<file path="config.mk">
export PLATFORM = sky130hd
export DESIGN_NAME = multicycle_control
export DESIGN_NICKNAME = d
export VERILOG_FILES = /design/src/rtl/multicycle_control.sv
export SDC_FILE = /design/constraint.sdc
export NUM_CORES = 1
export LEC_CHECK = 0
export CAP_MARGIN = 20
export CORE_UTILIZATION = 42
export CTS_CLUSTER_DIAMETER = 30
export DETAILED_ROUTE_END_ITERATION = 6
export PLACE_DENSITY_LB_ADDON = 0.25
export SLEW_MARGIN = 20
export SYNTH_ARGS = -nofsm -noshare
export SYNTH_HDL_FRONTEND = slang
export SYNTH_SLANG_ARGS = --single-unit
</file>
<file path="constraint.sdc">
create_clock -name clk -period 2.26 [get_ports clk]
set_input_delay 0.452 -clock clk [delete_from_list [all_inputs] [get_ports clk]]
set_output_delay 0.452 -clock clk [all_outputs]
set_load 0.01 [all_outputs]
</file>
<file path="src/rtl/multicycle_control.sv">
// Multi-cycle control sequencer for a shared-ALU, shared-memory MIPS datapath.
// It raises illegal-instruction pulses, handles the memory-ready handshake and counts retirements.
module multicycle_control #(
  parameter int unsigned CNT_W = 32
) (
  input  logic             clk,
  input  logic             reset,
  input  logic [5:0]       opcode,
  input  logic [5:0]       funct,
  input  logic             Zero,
  input  logic             MemReady,
  output logic             PCWrite,
  output logic             IorD,
  output logic             MemRead,
  output logic             MemWrite,
  output logic             IRWrite,
  output logic             MemToReg,
  output logic             RegDst,
  output logic             RegWrite,
  output logic             ALUSrcA,
  output logic [1:0]       ALUSrcB,
  output logic [2:0]       ALUControl,
  output logic [1:0]       PCSource,
  output logic [3:0]       State,
  output logic             IllegalInstr,
  output logic [CNT_W-1:0] InstrCount
);

  typedef enum logic [3:0] {
    StFetch  = 4'd0,
    StDecode = 4'd1,
    StMemAdr = 4'd2,
    StMemRd  = 4'd3,
    StMemWb  = 4'd4,
    StMemWr  = 4'd5,
    StExec   = 4'd6,
    StAluWb  = 4'd7,
    StBranch = 4'd8,
    StJump   = 4'd9
  } state_e;

  localparam logic [5:0] OpRType = 6'b000000;
  localparam logic [5:0] OpLw    = 6'b100011;
  localparam logic [5:0] OpSw    = 6'b101011;
  localparam logic [5:0] OpBeq   = 6'b000100;
  localparam logic [5:0] OpBne   = 6'b000101;
  localparam logic [5:0] OpJ     = 6'b000010;

  localparam logic [5:0] FnAdd = 6'b100000;
  localparam logic [5:0] FnSub = 6'b100010;
  localparam logic [5:0] FnAnd = 6'b100100;
  localparam logic [5:0] FnOr  = 6'b100101;
  localparam logic [5:0] FnSlt = 6'b101010;

  localparam logic [2:0] AluAdd = 3'b010;
  localparam logic [2:0] AluSub = 3'b110;
  localparam logic [2:0] AluAnd = 3'b000;
  localparam logic [2:0] AluOr  = 3'b001;
  localparam logic [2:0] AluSlt = 3'b111;

  typedef struct packed {
    logic       pc_write;
    logic       ior_d;
    logic       mem_read;
    logic       mem_write;
    logic       ir_write;
    logic       mem_to_reg;
    logic       reg_dst;
    logic       reg_write;
    logic       alu_src_a;
    logic [1:0] alu_src_b;
    logic [2:0] alu_control;
    logic [1:0] pc_source;
  } ctrl_t;

  state_e           state_q, state_d;
  logic             illegal_q, illegal_d;
  logic [CNT_W-1:0] count_q;
  logic             retire;
  logic             funct_legal;
  logic [2:0]       funct_alu;
  ctrl_t            ctrl;

  // R-type function decode; shared by DECODE legality and EXEC ALU select.
  always_comb begin
    funct_legal = 1'b1;
    funct_alu   = AluAdd;
    unique case (funct)
      FnAdd:   funct_alu = AluAdd;
      FnSub:   funct_alu = AluSub;
      FnAnd:   funct_alu = AluAnd;
      FnOr:    funct_alu = AluOr;
      FnSlt:   funct_alu = AluSlt;
      default: funct_legal = 1'b0;
    endcase
  end

  always_comb begin
    state_d   = state_q;
    illegal_d = 1'b0;
    retire    = 1'b0;
    unique case (state_q)
      StFetch: begin
        if (MemReady) state_d = StDecode;
      end
      StDecode: begin
        unique case (opcode)
          OpRType: begin
            if (funct_legal) begin
              state_d = StExec;
            end else begin
              state_d   = StFetch;
              illegal_d = 1'b1;
            end
          end
          OpLw, OpSw:   state_d = StMemAdr;
          OpBeq, OpBne: state_d = StBranch;
          OpJ:          state_d = StJump;
          default: begin
            state_d   = StFetch;
            illegal_d = 1'b1;
          end
        endcase
      end
      StMemAdr: state_d = (opcode == OpSw) ? StMemWr : StMemRd;
      StMemRd: begin
        if (MemReady) state_d = StMemWb;
      end
      StMemWb: begin
        state_d = StFetch;
        retire  = 1'b1;
      end
      StMemWr: begin
        if (MemReady) begin
          state_d = StFetch;
          retire  = 1'b1;
        end
      end
      StExec:  state_d = StAluWb;
      StAluWb: begin
        state_d = StFetch;
        retire  = 1'b1;
      end
      StBranch, StJump: begin
        state_d = StFetch;
        retire  = 1'b1;
      end
      default: state_d = StFetch;
    endcase
  end

  always_comb begin
    ctrl = '0;
    unique case (state_q)
      StFetch: begin
        ctrl.mem_read    = 1'b1;
        ctrl.alu_src_b   = 2'b01;
        ctrl.alu_control = AluAdd;
        ctrl.ir_write    = MemReady;
        ctrl.pc_write    = MemReady;
      end
      StDecode: begin
        ctrl.alu_src_b   = 2'b11;
        ctrl.alu_control = AluAdd;
      end
      StMemAdr: begin
        ctrl.alu_src_a   = 1'b1;
        ctrl.alu_src_b   = 2'b10;
        ctrl.alu_control = AluAdd;
      end
      StMemRd: begin
        ctrl.mem_read = 1'b1;
        ctrl.ior_d    = 1'b1;
      end
      StMemWb: begin
        ctrl.reg_write  = 1'b1;
        ctrl.mem_to_reg = 1'b1;
      end
      StMemWr: begin
        ctrl.mem_write = 1'b1;
        ctrl.ior_d     = 1'b1;
      end
      StExec: begin
        ctrl.alu_src_a   = 1'b1;
        ctrl.alu_control = funct_alu;
      end
      StAluWb: begin
        ctrl.reg_write = 1'b1;
        ctrl.reg_dst   = 1'b1;
      end
      StBranch: begin
        ctrl.alu_src_a   = 1'b1;
        ctrl.alu_control = AluSub;
        ctrl.pc_source   = 2'b01;
        ctrl.pc_write    = ((opcode == OpBeq) & Zero) | ((opcode == OpBne) & ~Zero);
      end
      StJump: begin
        ctrl.pc_write  = 1'b1;
        ctrl.pc_source = 2'b10;
      end
      default: ctrl = '0;
    endcase
    // Reset is asynchronous, so in-flight memory requests must drop without waiting for a clock.
    if (reset) ctrl = '0;
  end

  assign PCWrite    = ctrl.pc_write;
  assign IorD       = ctrl.ior_d;
  assign MemRead    = ctrl.mem_read;
  assign MemWrite   = ctrl.mem_write;
  assign IRWrite    = ctrl.ir_write;
  assign MemToReg   = ctrl.mem_to_reg;
  assign RegDst     = ctrl.reg_dst;
  assign RegWrite   = ctrl.reg_write;
  assign ALUSrcA    = ctrl.alu_src_a;
  assign ALUSrcB    = ctrl.alu_src_b;
  assign ALUControl = ctrl.alu_control;
  assign PCSource   = ctrl.pc_source;

  assign State        = state_q;
  assign IllegalInstr = illegal_q;
  assign InstrCount   = count_q;

  always_ff @(posedge clk or posedge reset) begin
    if (reset) begin
      state_q   <= StFetch;
      illegal_q <= 1'b0;
      count_q   <= '0;
    end else begin
      state_q   <= state_d;
      illegal_q <= illegal_d;
      if (retire) count_q <= count_q + CNT_W'(1);
    end
  end

endmodule

</file>
==> impl_results.rst <==
.. list-table::
   :header-rows: 1

   * - Metric
     - Value
   * - Dpl hpwl
     - 3950 um
   * - Number of cells on the worst reg-to-reg path
     - 6
   * - Total global-route track usage
     - 21.2%
   * - Core region area
     - 4790 um2
   * - Die boundary width
     - 73.0 um
   * - Time the final worst path needs with I/O delays and setup
     - 2.19 ns
   * - Initial core utilization
     - 44.2%
   * - Worst Setup End Kind
     - primary output
   * - CTS HTree Levels
     - 2
   * - Worst VDD drop
     - 0.572 mV
   * - Vias per std cell
     - 5.20
   * - RSZ-0062 raised after global routing
     - true
   * - Remaining antenna violation count after routing
     - 0
   * - Hold Path Cell Cnt
     - 1
   * - Synthesis-stage register bit count
     - 37
   * - Total vias in the final route
     - 2,106
   * - Sequential cell area fraction in the yosys report
     - 43.7%
   * - Reg-to-Reg Start
     - State[0]
   * - Most frequent cell after synthesis
     - dfrtp_1
   * - Final count of pins violating max slew
     - 0
   * - Layout Utilization
     - 69.8%
   * - Library cell occupying the most area in the post-synthesis netlist
     - dfrtp_1
   * - Max-cap violations
     - 0
   * - Critical Path Max Stage Delay
     - 0.43 ns
   * - Wire length per cell after detailed routing
     - 13.7 um
   * - Worst Setup SP
     - reset
   * - Worst-path clk slew
     - 0.07 ns
   * - Crit path DAT
     - 1.74 ns
   * - Mean cell area of the mapped netlist
     - 9.29 um2
   * - Number of top-level pins
     - 69
   * - Portion of synthesized cell area occupied by the leading cell type
     - 43.7%
   * - Slew at the pin closest to its max-slew limit
     - 0.456 ns
   * - Finish-stage setup viols
     - 0
   * - Clock root buffer master
     - clkbuf_8
   * - Share of post-route cells with drive strength above 1
     - 23.7%
   * - Layout filler cell count
     - 352
   * - Floorplan die height
     - 73.0 um
   * - GRT Residual Overflow
     - 0
   * - Std cell rows
     - 25
   * - F_max
     - 456 MHz
   * - Cells along the critical path
     - clkdlybuf4s50_1 > buf_6 > buf_4 > nor4b_2 > dlygate4sd2_1
   * - Result of the run
     - completed
   * - # hold bufs at CTS
     - 0
   * - Number of optimization iterations in the first detailed-route pass
     - 4
   * - Synthesized cell area
     - 2120 um2
   * - TritonCTS Sinks
     - 37
   * - Launching element type of the critical path
     - primary input
   * - Number of synthesized flops with an enable pin
     - 0
   * - Hold Crit Start
     - InstrCount[31]
   * - Cell types occupying the most area after synthesis
     - dfrtp_1 (44%), xor2_1 (7.9%), xnor2_1 (6.2%)
   * - Global placer's final weighted congestion
     - 0.901
   * - Max-Slew Margin vs Limit
     - 69.6%
   * - Pin count of the biggest net entering global routing
     - 38
   * - Power density normalized to cell area
     - 655 nW/um2
   * - Antenna violations before repair
     - 0
   * - Main flop type after synthesis
     - dfrtp_1
   * - Area growth syn-to-layout
     - 57.7%
   * - Net count reported at finish
     - 354
   * - Number of nets in the synthesized netlist
     - 245
   * - Remaining DRCs
     - 0
   * - Crit Path Max Fanout
     - 8
   * - Global-route wire length before repair
     - 8740 um
   * - CP Data Required Time
     - 1.81 ns
   * - Clock Latency Late Sink
     - 0.29 ns
   * - CTS tree
     - built
   * - Maximum count of clock buffers along a single path
     - 2
   * - First-iteration detailed-routing DRC count
     - 87
   * - Post-synth ARST share
     - 100%
   * - Final antenna diode count
     - 0
   * - Critical path class
     - in2out
   * - Wire length reported by the detailed router
     - 5560 um
   * - Fin. Hold Viols
     - 0
   * - Worst setup skew after layout
     - 0.00726 ns
   * - Number of standard cells after synthesis
     - 228
   * - Number of buffers inserted during clock tree synthesis
     - 5
   * - Final critical-path share of the clock period
     - 97.1%
   * - Count of unique library cells instantiated by Yosys
     - 46
   * - Most numerous cell types in the synthesized netlist
     - dfrtp_1 (37), nor2_1 (25), nand2_1 (23), xor2_1 (19), xnor2_1 (15)
   * - Cell with the biggest individual delay on the critical path
     - clkdlybuf4s50_1
   * - Number of global-route vias before repair
     - 1,936
   * - Number of warnings reported in the yosys synthesis log
     - 0
   * - Number of port buffers
     - 68
   * - Kind of path behind the tightest hold check
     - reg2reg
   * - Leakage power total
     - 1.57 nW
   * - Die outline area
     - 5330 um2
   * - Final worst hold slack
     - 0.474 ns
-- sequential cells by signal, indices dropped and copies added, names as in the netlist --
register      flops
IllegalInstr      1
State             4
InstrCount       32
-- power by group --
group          switching (W)  internal, W  leakage [nW]
Clock               0.000225     0.000275        0.0542
Combinational       0.000420     0.000452          1.08
Sequential         0.0000912     0.000725         0.440
Total               0.000736      0.00145          1.57
-- routing by layer --
layer	share of wire, %	GRT usage [%]	routed length, um	up-vias
met1	45	28.2	2490	1016
met3	3.7	4.28	208	6
met5	0	0	0	-
met4	1.1	7.84	59	0
met2	50	34.1	2810	54
li1	-	-	-	1030
-- placed cells by master, fill, tap and decap left out, types with 2 or more instances in the layout --
cell type        Yosys  final
buf_4                0     41
clkdlybuf4s50_1      0     40
dfrtp_1             37     34
nor2_1              25     23
nand2_1             23     23
xor2_1              19     19
xnor2_1             15     14
dlymetal6s2s_1       0     14
nor3_1              13     12
nand3_1             11     10
dlygate4sd2_1        0     10
a21oi_1              9      9
nand4_1              8      8
clkbuf_8             0      7
nor4_1               6      5
and3_1               5      4
dfrtp_2              0      3
o21ai_1              2      3
nor4_2               2      3
inv_1                4      3
and3_2               3      3
buf_2                2      3
a21o_1               2      2
nand4b_1             2      2
o21ai_0              3      2
nand3b_1             2      2
nor2_2               0      2
or3_1                2      2
-- worst max-delay path: cells and delay by family --
family	cells	cell delay (ns)
buffers and inverters	4	1.02
AND/OR/NAND/NOR	1	0.27
-- what timing repair did --
action,CTS,global route
resized for setup,31,29
gates cloned,0,0
endpoints found under the hold margin,0,0
buffers inserted,0,7
setup endpoints to repair,16,7
pin swaps,0,8
-- per-stage QoR --
stage | area, um2 | power [W] | instances | setup TNS (ns) | setup slack (ns)
2_1_floorplan | 2120 | 0.00123 | 228 | 0 | 0.136
3_3_place_gp | 3120 | 0.00167 | 390 | -2.64 | -0.552
3_5_place_dp | 3120 | 0.00167 | 390 | -2.91 | -0.590
4_1_cts | 3230 | 0.00216 | 398 | -0.319 | -0.206
5_1_grt | 3340 | 0.00231 | 405 | -0.00777 | -0.00777
6_report | 3340 | 0.00219 | 405 | 0 | 0.0653
-- final timing paths --
kind / slack [ns] / endpoint
worst max register to register: 0.28 / InstrCount[17]
max in group asynchronous: 1.11 / State[3]
worst min register to register: 0.47 / InstrCount[31]
worst min-delay path: 0.47 / InstrCount[31]
worst max-delay path: 0.07 / MemRead
min in group asynchronous: 0.81 / InstrCount[0]
-- final cells by class --
type	count	area (um2)	area share, %
multi-input cells	178	1200	35.9
clock buffers	7	96.3	2.88
flip-flops and latches	37	930	27.8
repair buffers	110	1000	30.0
well taps	67	83.8	2.51
clock inverters	1	5.00	0.150
inverters	5	22.5	0.674
-- cell families after synthesis --
family / share of synthesized area [%]
xor gates and xnor gates: 14.1
DFF: 43.7
AOI/OAI and AO/OA: 7.98
muxes: 1.00
and+or+nand+nor: 30.2
buffers and inverters: 2.42
adders and majority gates: 0.591
(Power assumes the default switching activity.)
